## src/rtl/delayed_branch_queue.sv

```systemverilog
// delayed_branch_queue: ordered holding queue and resolver for the delayed
// halves of converted branches. Accepts up to two entries per cycle (p0 older
// than p1), resolves the oldest entry against N/V/Z when stage 3 asks, and
// turns a taken entry into a one-shot redirect plus a one-cycle flush.
// Optional statistics counters (fire_cnt, drop_cnt) are built when the
// macro DBQ_STATS_EN is defined.
module delayed_branch_queue #(
    parameter int DEPTH = 4,
    parameter int CNT_W = 16
) (
    input  logic                         clk,
    input  logic                         rst,
    input  logic                         push0_valid,
    input  logic [15:0]                  push0_word,
    input  logic [2:0]                   push0_cond,
    input  logic                         push1_valid,
    input  logic [15:0]                  push1_word,
    input  logic [2:0]                   push1_cond,
    output logic                         full,
    input  logic                         resolve,
    input  logic                         N,
    input  logic                         V,
    input  logic                         Z,
    output logic                         redirect_valid,
    output logic [15:0]                  redirect_word,
    input  logic                         redirect_ready,
    output logic                         flush,
    output logic [$clog2(DEPTH+1)-1:0]   count,
`ifdef DBQ_STATS_EN
    output logic [CNT_W-1:0]             fire_cnt,
    output logic [CNT_W-1:0]             drop_cnt,
`endif
    output logic                         err
);

    localparam int PW = $clog2(DEPTH);
    localparam int CW = $clog2(DEPTH+1);

    typedef enum logic [1:0] {IDLE, PEND, FIRE} state_t;

    state_t          state_q;
    logic [15:0]     word_q [DEPTH];
    logic [2:0]      cond_q [DEPTH];
    logic [PW-1:0]   head_q;
    logic [PW-1:0]   tail_q;
    logic [CW-1:0]   count_q;
    logic            redirect_valid_q;
    logic [15:0]     redirect_word_q;
    logic            flush_q;
    logic            err_q;

    logic            lt;
    logic            condTrue;
    logic            accepting;
    logic            acc0;
    logic            acc1;
    logic            dropAny;
    logic [PW-1:0]   addr0;
    logic [PW-1:0]   addr1;
    logic [PW-1:0]   tail_d;
    logic [CW:0]     cntPush;
    logic [CW-1:0]   count_d;
    logic            resolveIdle;
    logic            taken;
    logic            popped;

    // Head condition evaluation, push acceptance and next occupancy
    always_comb begin
        lt = N ^ V;
        condTrue = 1'b0;
        case (cond_q[head_q])
            3'd0: condTrue = 1'b0;
            3'd1: condTrue = 1'b1;
            3'd2: condTrue = Z;
            3'd3: condTrue = !Z;
            3'd4: condTrue = lt;
            3'd5: condTrue = Z | lt;
            3'd6: condTrue = !Z & !lt;
            3'd7: condTrue = !lt;
            default: condTrue = 1'b0;
        endcase
        accepting   = (state_q != FIRE);
        acc0        = accepting && push0_valid && ({1'b0, count_q} < (CW+1)'(DEPTH));
        acc1        = accepting && push1_valid &&
                      (({1'b0, count_q} + (CW+1)'(acc0)) < (CW+1)'(DEPTH));
        dropAny     = accepting && ((push0_valid && !acc0) || (push1_valid && !acc1));
        addr0       = tail_q;
        addr1       = tail_q + PW'(acc0);
        tail_d      = tail_q + PW'(acc0) + PW'(acc1);
        cntPush     = {1'b0, count_q} + (CW+1)'(acc0) + (CW+1)'(acc1);
        resolveIdle = (state_q == IDLE) && resolve;
        taken       = (state_q == PEND) && resolve && condTrue;
        popped      = (state_q == PEND) && resolve && !condTrue;
        count_d     = popped ? CW'(cntPush - (CW+1)'(1)) : CW'(cntPush);
    end

    // Entry storage; contents are only meaningful between head and tail
    always_ff @(posedge clk) begin
        if (acc0) begin
            word_q[addr0] <= push0_word;
            cond_q[addr0] <= push0_cond;
        end
        if (acc1) begin
            word_q[addr1] <= push1_word;
            cond_q[addr1] <= push1_cond;
        end
    end

    // Control FSM: pointers, occupancy, redirect handshake, flush pulse, sticky error
    always_ff @(posedge clk or negedge rst) begin
        if (!rst) begin
            state_q          <= IDLE;
            head_q           <= '0;
            tail_q           <= '0;
            count_q          <= '0;
            redirect_valid_q <= 1'b0;
            redirect_word_q  <= '0;
            flush_q          <= 1'b0;
            err_q            <= 1'b0;
        end else begin
            case (state_q)
                IDLE, PEND: begin
                    flush_q <= 1'b0;
                    if (dropAny || resolveIdle) begin
                        err_q <= 1'b1;
                    end
                    if (taken) begin
                        state_q          <= FIRE;
                        redirect_valid_q <= 1'b1;
                        redirect_word_q  <= word_q[head_q];
                        flush_q          <= 1'b1;
                        count_q          <= '0;
                        head_q           <= tail_d;
                        tail_q           <= tail_d;
                    end else begin
                        tail_q  <= tail_d;
                        count_q <= count_d;
                        state_q <= (count_d != '0) ? PEND : IDLE;
                        if (popped) begin
                            head_q <= head_q + PW'(1);
                        end
                    end
                end
                FIRE: begin
                    flush_q <= 1'b0;
                    if (redirect_ready) begin
                        redirect_valid_q <= 1'b0;
                        state_q          <= IDLE;
                    end
                end
                default: state_q <= IDLE;
            endcase
        end
    end

`ifdef DBQ_STATS_EN
    logic [CNT_W-1:0] fire_cnt_q;
    logic [CNT_W-1:0] drop_cnt_q;

    // Saturating counts of taken and not-taken resolutions
    always_ff @(posedge clk or negedge rst) begin
        if (!rst) begin
            fire_cnt_q <= '0;
            drop_cnt_q <= '0;
        end else begin
            if (taken && (fire_cnt_q != '1)) begin
                fire_cnt_q <= fire_cnt_q + CNT_W'(1);
            end
            if (popped && (drop_cnt_q != '1)) begin
                drop_cnt_q <= drop_cnt_q + CNT_W'(1);
            end
        end
    end

    assign fire_cnt = fire_cnt_q;
    assign drop_cnt = drop_cnt_q;
`endif

    assign full           = (count_q > CW'(DEPTH - 2));
    assign count          = count_q;
    assign redirect_valid = redirect_valid_q;
    assign redirect_word  = redirect_word_q;
    assign flush          = flush_q;
    assign err            = err_q;

endmodule

```

## config.mk

```make
export PLATFORM = sky130hd
export DESIGN_NAME = delayed_branch_queue
export DESIGN_NICKNAME = d
export VERILOG_FILES = /design/src/rtl/delayed_branch_queue.sv
export SDC_FILE = /design/constraint.sdc
export NUM_CORES = 1
export LEC_CHECK = 0
export ABC_AREA = 0
export CAP_MARGIN = 40
export CORE_ASPECT_RATIO = 2
export CORE_MARGIN = 3
export CORE_UTILIZATION = 57
export CTS_BUF_LIST = sky130_fd_sc_hd__clkbuf_4
export CTS_CLUSTER_DIAMETER = 200
export DETAILED_ROUTE_END_ITERATION = 7
export HOLD_SLACK_MARGIN = 0.15
export PLACE_DENSITY_LB_ADDON = 0.15
export REMOVE_ABC_BUFFERS = 1
export SETUP_SLACK_MARGIN = 0.4
export SLEW_MARGIN = 20
export SYNTH_ARGS = -nofsm -noshare
export SYNTH_HDL_FRONTEND = slang
export SYNTH_SLANG_ARGS = --single-unit
```

## constraint.sdc

```tcl
create_clock -name clk -period 4.17 [get_ports clk]
set_clock_uncertainty 0.2 [all_clocks]
set_input_delay 0.834 -clock clk [delete_from_list [all_inputs] [get_ports clk]]
set_output_delay 0.834 -clock clk [all_outputs]
set_load 0.02 [all_outputs]
```

==> results.md, run 1 <==
* Top sig layer: met4
* CTS Buf Count at 9
* Skew-Pair Late Insertion Delay at 480 ps
* Synthesized area at 5260 sq um
* CP required at 4310 ps
* Synth area leaders: edfxtp_1 (43%), mux2_2 (16%), dfrtp_1 (13%), mux4_2 (7.7%), mux2_4 (2.9%)
* Seq cells post-synth at 104
* Iteration-0 DRC Markers at 179
* Worst setup SP type: input pin
* Cell taking the most area after synthesis: edfxtp_1
* Setup-failing EPs final at 0
* H-tree depth at 3
* Pins Over Slew Limit at 0
* Multi-input logic area at 2150 sq um
* EDFF count, synth at 76
* Most common cell in the netlist: mux2_2
* Relative slew slack at 50.1%
* Synth warnings at 0
* Die area at 10500 sq um
* Hold Vio Cnt, Final at 0
* GRT overflow at 0
* Clk buf depth at 2
* Number of antenna violations at the first check in global routing at 1
* Io pins at 70
* Area Growth Syn to Fin at 20.9%
* Top cell type's share of synthesized area at 43.4%
* CP Class: input pin to flop
* HPWL Detailed at 7930 um
* Largest net degree at the start of global routing at 29
* Via density at 6.05
* Pwr dens at 733 nW/um^2
* Status: completed
* Detail Route Antenna Nets at 0
* Routed WL per cell at 21.7 um
* Setup WS post-layout at 711 ps
* Leak at 0.00241 uW
* Core Area at 9010 sq um
* Total length of routed met3 wires at 364 um
* Fin nets at 472
* Clk slew on worst S/H paths at 160 ps
* First-pass GRT wire length at 18300 um
* HP Class: flop to flop
* Sum of negative setup slack at 0 ps
* Clk root buf: clkbuf_4
* Sequential area share after synthesis at 56.7%
* WL met1 at 4130 um
* Mapped Avg Cell Area at 15.6 sq um
* Top cells by count, synth: mux2_2 (77), edfxtp_1 (76), dfrtp_1 (28), mux4_2 (18), nand2_1 (18)
* Vias in the first global route at 3518
* Detailed Routing Iterations Pass 1 at 4
* Placed Instance Area at 6170 sq um
* Port Buf Inserts at 69
* Sink Count at 104
* Slew @ Worst Pin at 749 ps
* Fmax at 0.289 GHz
* WL met2 at 6720 um
* Max Cap Viol at 0
* RSZ-0062 raised after global routing: no
* IR drop worst, VDD at 0.000382 V
* Residual DRC count at 0
* Placer Congestion at 0.827
* CP Max Fanout at 5
* Vias at 3182
* Overall die width at 73.9 um
* Pre-CTS setup slack at 182 ps
* Period utilisation layout at 82.9%
* Die height at 142 um
* GRT Util Overall at 24.0%
* Post-synthesis cell type count at 37
* Final wirelength at 11400 um
* Crit path capture type: flop
* Final worst path period need at 3460 ps
* Finished Cell Area at 6360 sq um
* CTS tree: done
* Hold-fix buffer count after cts at 0
* Layout cells sized above 1 at 35.0%
* Initial Utilization at 58.4%
* Rows at 49
* Post-synth ARST share at 26.9%
* Post-CTS sizing at 0
* Top FF cell, synth: edfxtp_1
* Min Hold Slack at 304 ps
* Gate Count Post-Synth at 338
* Worst EP arrival at 3600 ps
* Register area at 2980 sq um
* Post-CTS Setup Bufs at 0
* Fillers at 652
-- path summary, 6_finish.rpt --
| check | cells past startpoint | end | startpoint | slack (ps) |
|---|---|---|---|---|
| worst max-delay path | 16 | count[2]$_DFFE_PN0P_ | push0_valid | 710 |
| worst min-delay path | 1 | err$_DFFE_PN0P_ | err$_DFFE_PN0P_ | 300 |
| worst max register to register | 17 | count[2]$_DFFE_PN0P_ | state_q[0]$_DFFE_PN0P_ | 870 |
| worst min register to register | 1 | err$_DFFE_PN0P_ | err$_DFFE_PN0P_ | 300 |
| max in group asynchronous | 2 | redirect_word[11]$_DFFE_PN0P_ | rst | 2920 |
| min in group asynchronous | 2 | state_q[1]$_DFFE_PN0P_ | rst | 530 |
-- worst max-delay path, cell delays in order --
cell	delay [ps]
clkdlybuf4s50_1	480
nand3b_1	170
inv_2	130
ha_1	170
ha_1	200
nand3_1	80
o21ai_0	90
nand3_1	110
inv_1	130
ha_1	160
ha_1	150
xor2_1	220
xnor2_2	130
and3_1	200
o21ai_0	180
o311ai_0	150
-- through the flow --
step                      utilization (%)  std cells  power [uW]
after floorplan                         -        319        3190
after global placement               68.4        509        4000
after detailed placement             68.4        509        4070
after CTS                            70.5        525        4700
after global routing                 70.6        526        4940
final                                70.6        526        4660
-- routing by layer --
layer  GRT usage (%)  vias up
met5               0        -
met4            8.79        0
met3            2.84       14
met2            43.8       69
met1            27.8     1632
li1                -     1467
-- power breakdown --
group	internal, uW	switching, uW	total [uW]
registers	1580	236	1810
clock network	309	327	636
logic	1140	1080	2210
-- sequential cells by signal, indices dropped and copies added, names as in the netlist --
name	flops
count	3
head_q	2
flush	1
word_q	64
redirect_valid	1
cond_q	12
state_q	2
redirect_word	16
err	1
addr0	2
-- area by class of cell --
cell class | count | area share, %
multi-input combinational | 204 | 33.9
tap | 102 | 2.01
inverter | 11 | 0.649
timing repair buffer | 88 | 13.7
antenna | 1 | 0.0393
clock buffer | 10 | 1.18
sequential | 104 | 46.9
clock inverter | 6 | 1.69
-- cells in the final DEF (no fill, tap or decap), drive strengths merged, types with 5 or more instances in the layout --
master         instances
o21ai                  7
clkbuf                10
mux2                  93
buf                   19
clkdlybuf4s50         69
xor2                   5
nor2                   6
nor3                   5
nand2                 18
edfxtp                76
mux4                  18
nand3                  7
ha                     7
inv                   11
dfrtp                 28
-- logic make-up after synthesis --
group / count (synthesis) / synth area share, %
AND/OR/NAND/NOR: 48 / 4.52
flip-flops: 104 / 56.7
adder cells (fa/ha/maj): 7 / 1.66
AO/OA/AOI/OAI: 25 / 3.76
buffers and inverters: 30 / 2.81
multiplexers: 115 / 29.1
XOR/XNOR: 9 / 1.50
Note: power is estimated with default switching activity, not from simulation.
==> run 2: changes to the inputs <==
--- a/config.mk
+++ b/config.mk
@@ -9,7 +9,7 @@
 export CAP_MARGIN = 40
 export CORE_ASPECT_RATIO = 2
 export CORE_MARGIN = 3
-export CORE_UTILIZATION = 57
+export CORE_UTILIZATION = 52
 export CTS_BUF_LIST = sky130_fd_sc_hd__clkbuf_4
 export CTS_CLUSTER_DIAMETER = 200
 export DETAILED_ROUTE_END_ITERATION = 7
==> constraint.sdc (replaced) <==
create_clock -name clk -period 2.95 [get_ports clk]
set_clock_uncertainty 0.2 [all_clocks]
set_input_delay 0.59 -clock clk [delete_from_list [all_inputs] [get_ports clk]]
set_output_delay 0.59 -clock clk [all_outputs]
set_load 0.02 [all_outputs]
==> results.md, run 2 (synthesis results as in run 1) <==
* Layout Cells excl Fill at 637
* Worst Setup EP: err$_DFFE_PN0P_
* Min Hold Slack at 307 ps
* Setup WS post-layout at -50.6 ps
* Placer Congestion at 0.843
* RSZ-0062 raised after global routing: yes
* Final worst path period need at 3000 ps
* R2r setup slk at -50 ps
* HP Class: input pin to asynchronous set/reset pin
* Layout cells sized above 1 at 54.8%
* Overall die width at 77.1 um
* Path depth of the worst reg2reg path at 18
* Vias in the first global route at 4145
* Routed WL per cell at 26.3 um
* Hold Vio Cnt, Final at 0
* HPWL Detailed at 8350 um
* Sink Count at 104
* Skew-Pair Late Insertion Delay at 470 ps
* Initial Utilization at 53.6%
* Largest register FFs at 64
* Fmax at 0.333 GHz
* Worst EP arrival at 3160 ps
* Clk slew on worst S/H paths at 180 ps
* CP Class: flop to flop
* Max Cap Viol at 0
* Detailed Routing Iterations Pass 1 at 5
* GRT Util Overall at 27.5%
* Period utilisation layout at 102%
* Reg2reg start: state_q[0]$_DFFE_PN0P_
* Core Area at 9830 sq um
* Failing checks: setup timing
* Hold-fix buffer count after cts at 0
* First-pass GRT wire length at 23300 um
* Setup-failing EPs final at 16
* Area Growth Syn to Fin at 55.3%
* Commonest non-fill, non-tap cell in the layout: mux2_4
* Reg-to-Reg End: err$_DFFE_PN0P_
* Die area at 11400 sq um
* Residual DRC count at 0
* CP required at 3110 ps
* Biggest register: word_q
* Die height at 148 um
* Fin nets at 553
* Status: finished, violations left
* Slew @ Worst Pin at 487 ps
* Iteration-0 DRC Markers at 228
* CTS tree: done
* Number of antenna violations at the first check in global routing at 1
* H-tree depth at 3
* Placed cells at 566
* Largest net degree at the start of global routing at 29
* Final core occ at 83.2%
* Via density at 5.97
* Pins Over Slew Limit at 0
* Rows at 51
* IR drop worst, VDD at 0.000572 V
* Worst setup SP type: flop
* Crit path capture type: flop
* Clk buf depth at 2
* Vias at 3806
* Detail Route Antenna Nets at 0
* Commonest cells after routing, fill and taps aside: mux2_4 (92), edfxtp_1 (76), clkdlybuf4s50_1 (65), buf_6 (35), buf_4 (30)
* GRT overflow at 0
* Io pins at 70
* Final wirelength at 16800 um
* Relative slew slack at 67.6%
* Clk root buf: clkbuf_4
* Leak at 0.00340 uW
* Port Buf Inserts at 69
* Pwr dens at 1140 nW/um^2
* CTS Buf Count at 9
* Launch point of the critical path: state_q[0]$_DFFE_PN0P_
* CP Max Fanout at 2
[run 2: changes by cell type in the layout (fill, tap and decap cells not counted), moves of 7 or more]
cell	previous run	this run
buf_12	3	16
buf_16	0	7
buf_4	16	30
buf_6	0	35
buf_8	0	9
mux2_2	77	1
mux2_4	10	92
[run 2: how the worst min path moves through the flow]
stage | to | slack, ps | from | depth (start not counted)
2_1_floorplan | addr0[0]$_DFFE_PN0P_ | 90 | rst | 0
3_3_place_gp | err$_DFFE_PN0P_ | 260 | err$_DFFE_PN0P_ | 1
3_5_place_dp | err$_DFFE_PN0P_ | 270 | err$_DFFE_PN0P_ | 1
4_1_cts | state_q[1]$_DFFE_PN0P_ | 300 | rst | 2
5_1_grt | state_q[1]$_DFFE_PN0P_ | 310 | rst | 2
6_report | state_q[1]$_DFFE_PN0P_ | 310 | rst | 2
[run 2: power breakdown]
part / leakage (uW) / internal (uW) / switching [uW]
combinational: 0.00227 / 3280 / 2560
clock: 0.000101 / 433 / 509
sequential: 0.00103 / 2240 / 327
total: 0.00340 / 5960 / 3400
[run 2: final cells by class]
cell class,instances,area [sq um]
repair buffers,169,2030
fillers,495,1660
well taps,132,165
multi-input cells,204,2760
clock buffers,9,67.6
flip-flops and latches,104,2990
diodes,1,2.50
clock inverters,7,118
inverters,11,46.3
[run 2: stage by stage]
stage,setup WS (ps),cell area (sq um),setup TNS (ps),power [uW]
after global placement,-536,6430,-46870,5980
after global routing,-108,8170,-3400,9670
after floorplan,-1280,5160,-106760,4520
after detailed placement,-684,6430,-55900,6070
after CTS,119,7640,0,8220
final,-50.6,8170,-227,9350
[run 2: critical path, stage by stage (launching register included)]
cell and delay, ps:
dfrtp_1 400, inv_2 50, buf_4 130, buf_6 100, buf_6 100, buf_6 100
buf_6 100, buf_6 100, buf_6 100, buf_6 110, buf_6 100, buf_6 100
buf_6 100, buf_6 100, buf_6 100, buf_6 100, buf_4 120, a222oi_1 490
o21bai_1 160
[run 2: repair_timing]
action,in CTS,in global routing
endpoints found under the hold margin,0,0
pin swaps,20,28
setup endpoints to repair,177,181
resized for setup,130,96
setup buffers,33,8
gates cloned,10,3
[run 2: per-layer routing]
layer / GRT usage [%] / share of wire (%) / vias up
met5: 0 / 0 / -
met4: 14.1 / 4.5 / 0
met3: 3.45 / 4.0 / 48
met2: 52.0 / 58 / 164
met1: 29.2 / 33 / 1966
li1: - / - / 1628
==> run 3: changes to the inputs <==
--- a/config.mk
+++ b/config.mk
@@ -8,7 +8,6 @@
 export ABC_AREA = 0
 export CAP_MARGIN = 40
 export CORE_ASPECT_RATIO = 2
-export CORE_MARGIN = 3
 export CORE_UTILIZATION = 52
 export CTS_BUF_LIST = sky130_fd_sc_hd__clkbuf_4
 export CTS_CLUSTER_DIAMETER = 200
==> results.md, run 3 (synthesis results as in run 1) <==
* Fmax at 0.346 GHz
* Hold Vio Cnt, Final at 0
* Layout cells sized above 1 at 52.7%
* Largest net degree at the start of global routing at 29
* Via density at 5.89
* Slowest stage delay, CP at 440 ps
* Vias at 3642
* Io pins at 70
* HP Class: flop to flop
* Pins Over Slew Limit at 0
* Clk buf depth at 2
* Setup-failing EPs final at 0
* Hold-fix buffer count after cts at 0
* Setup WS post-layout at 58.5 ps
* Iteration-0 DRC Markers at 140
* Final worst path period need at 2890 ps
* Relative slew slack at 72.0%
* Detailed Routing Iterations Pass 1 at 4
* Overall die width at 73.1 um
* CTS Buf Count at 9
* Area Growth Syn to Fin at 49.2%
* Placer Congestion at 0.773
* Fin nets at 535
* Launch point of the critical path: state_q[0]$_DFFE_PN0P_
* Detail Route Antenna Nets at 0
* Sink Count at 104
* Worst Setup EP: word_q[1][1]$_DFFE_PP_
* Port Buf Inserts at 69
* RSZ-0062 raised after global routing: yes
* CP required at 2980 ps
* Worst EP arrival at 2930 ps
* Worst setup SP type: flop
* Crit path capture type: flop
* Rows at 51
* Placed cells at 557
* Path depth of the worst reg2reg path at 16
* GRT overflow at 0
* Commonest cells after routing, fill and taps aside: mux2_4 (82), edfxtp_1 (76), clkdlybuf4s50_1 (65), buf_4 (32), dfrtp_1 (26)
* Initial Utilization at 53.9%
* Commonest non-fill, non-tap cell in the layout: mux2_4
* Reg2reg start: state_q[0]$_DFFE_PN0P_
* Period utilisation layout at 98.0%
* Final wirelength at 14700 um
* Status: completed
* Number of antenna violations at the first check in global routing at 0
* Core Area at 9760 sq um
* Antenna Cells at 0
* Max Cap Viol at 0
* Pre-CTS setup slack at -701 ps
* H-tree depth at 3
* Leak at 0.00319 uW
* Layout Cells excl Fill at 618
* CP Max Fanout at 6
* Most used cell, CP: buf_6
* Clk slew on worst S/H paths at 160 ps
* Reg-to-Reg End: word_q[1][1]$_DFFE_PP_
* HPWL Detailed at 7720 um
* Die height at 144 um
* IR drop worst, VDD at 0.000556 V
* First-pass GRT wire length at 22000 um
* CP Class: flop to flop
* Pwr dens at 1100 nW/um^2
* Skew-Pair Late Insertion Delay at 460 ps
* Critical Path, Cell by Cell: inv_2 -> nand2_2 -> nand3b_1 -> inv_2 -> ha_4 -> ha_4 -> o21ai_2 -> nand3_2 -> inv_2 -> buf_6 -> buf_6 -> buf_6 -> nand3_4 -> buf_6 -> buf_12 -> mux2_4
* Biggest register: word_q
* Die area at 10600 sq um
* CTS tree: done
* GRT Util Overall at 29.5%
* R2r setup slk at 60 ps
* Vias in the first global route at 3900
* Routed WL per cell at 23.8 um
* Residual DRC count at 0
* Clk root buf: clkbuf_4
* Slowest CP cell: dfrtp_1
* Slew @ Worst Pin at 420 ps
* Largest register FFs at 64
run 3: changes by cell type in the layout (fill, tap and decap cells not counted), moves of 3 or more:
cell,delta
buf_8,-5
bufinv_16,-3
buf_6,-16
buf_16,+3
mux2_4,-10
mux2_2,+10
clkbuf_16,-3
run 3: what timing repair did:
item	in CTS	in global routing
pin swaps	23	16
gates resized for setup	140	52
gates cloned	14	0
setup buffers	26	5
setup endpoints to repair	175	177
run 3: critical path, delay by kind of cell (launching register included):
family	cells	cell delay [ps]
buffers and inverters	8	840
adders and majority gates	2	340
AOI/OAI and AO/OA	1	140
muxes	1	290
DFF	1	440
and+or+nand+nor	4	410
run 3: metal layers:
layer | GRT usage, % | wire, um | vias up
met4 | 18.0 | 693 | 0
met1 | 32.0 | 5140 | 1866
met3 | 4.11 | 549 | 45
met2 | 52.9 | 8300 | 136
met5 | 0 | 0 | -
li1 | - | - | 1595
run 3: worst min path at each step:
stage | depth (start not counted) | end | slack (ps) | start
final | 1 | err$_DFFE_PN0P_ | 290 | err$_DFFE_PN0P_
after global routing | 2 | count[1]$_DFFE_PN0P_ | 320 | rst
after CTS | 1 | err$_DFFE_PN0P_ | 300 | err$_DFFE_PN0P_
after detailed placement | 1 | err$_DFFE_PN0P_ | 260 | err$_DFFE_PN0P_
after global placement | 1 | err$_DFFE_PN0P_ | 260 | err$_DFFE_PN0P_
after floorplan | 0 | addr0[0]$_DFFE_PN0P_ | 90 | rst
run 3: final cells by class:
cell class | instances | area [sq um]
Clock buffer | 10 | 75.1
Clock inverter | 6 | 35.0
Fill cell | 526 | 1910
Inverter | 11 | 43.8
Multi-Input combinational cell | 204 | 2730
Sequential cell | 104 | 2990
Tap cell | 132 | 165
Timing Repair Buffer | 151 | 1820
run 3: power breakdown:
| group | leakage [uW] | internal [uW] | switching [uW] | total (uW) |
|---|---|---|---|---|
| sequential | 0.00103 | 2240 | 306 | 2540 |
| clock | 0.0000640 | 180 | 476 | 656 |
| combinational | 0.00210 | 3080 | 2340 | 5410 |
| total | 0.00319 | 5490 | 3120 | 8610 |
run 3: metrics by stage:
| step | instance area [sq um] | total power (uW) | util [%] | hold WS, ps | TNS (ps) |
|---|---|---|---|---|---|
| 6_report | 7850 | 8610 | 80.4 | 293 | 0 |
| 5_1_grt | 7850 | 8950 | 80.4 | 323 | -442 |
| 4_1_cts | 7580 | 8020 | 77.7 | 298 | 0 |
| 3_5_place_dp | 6380 | 5980 | 65.3 | 262 | -54470 |
| 3_3_place_gp | 6380 | 5900 | 65.3 | 259 | -38430 |
| 2_1_floorplan | 5160 | 4520 | - | 94.4 | -106760 |
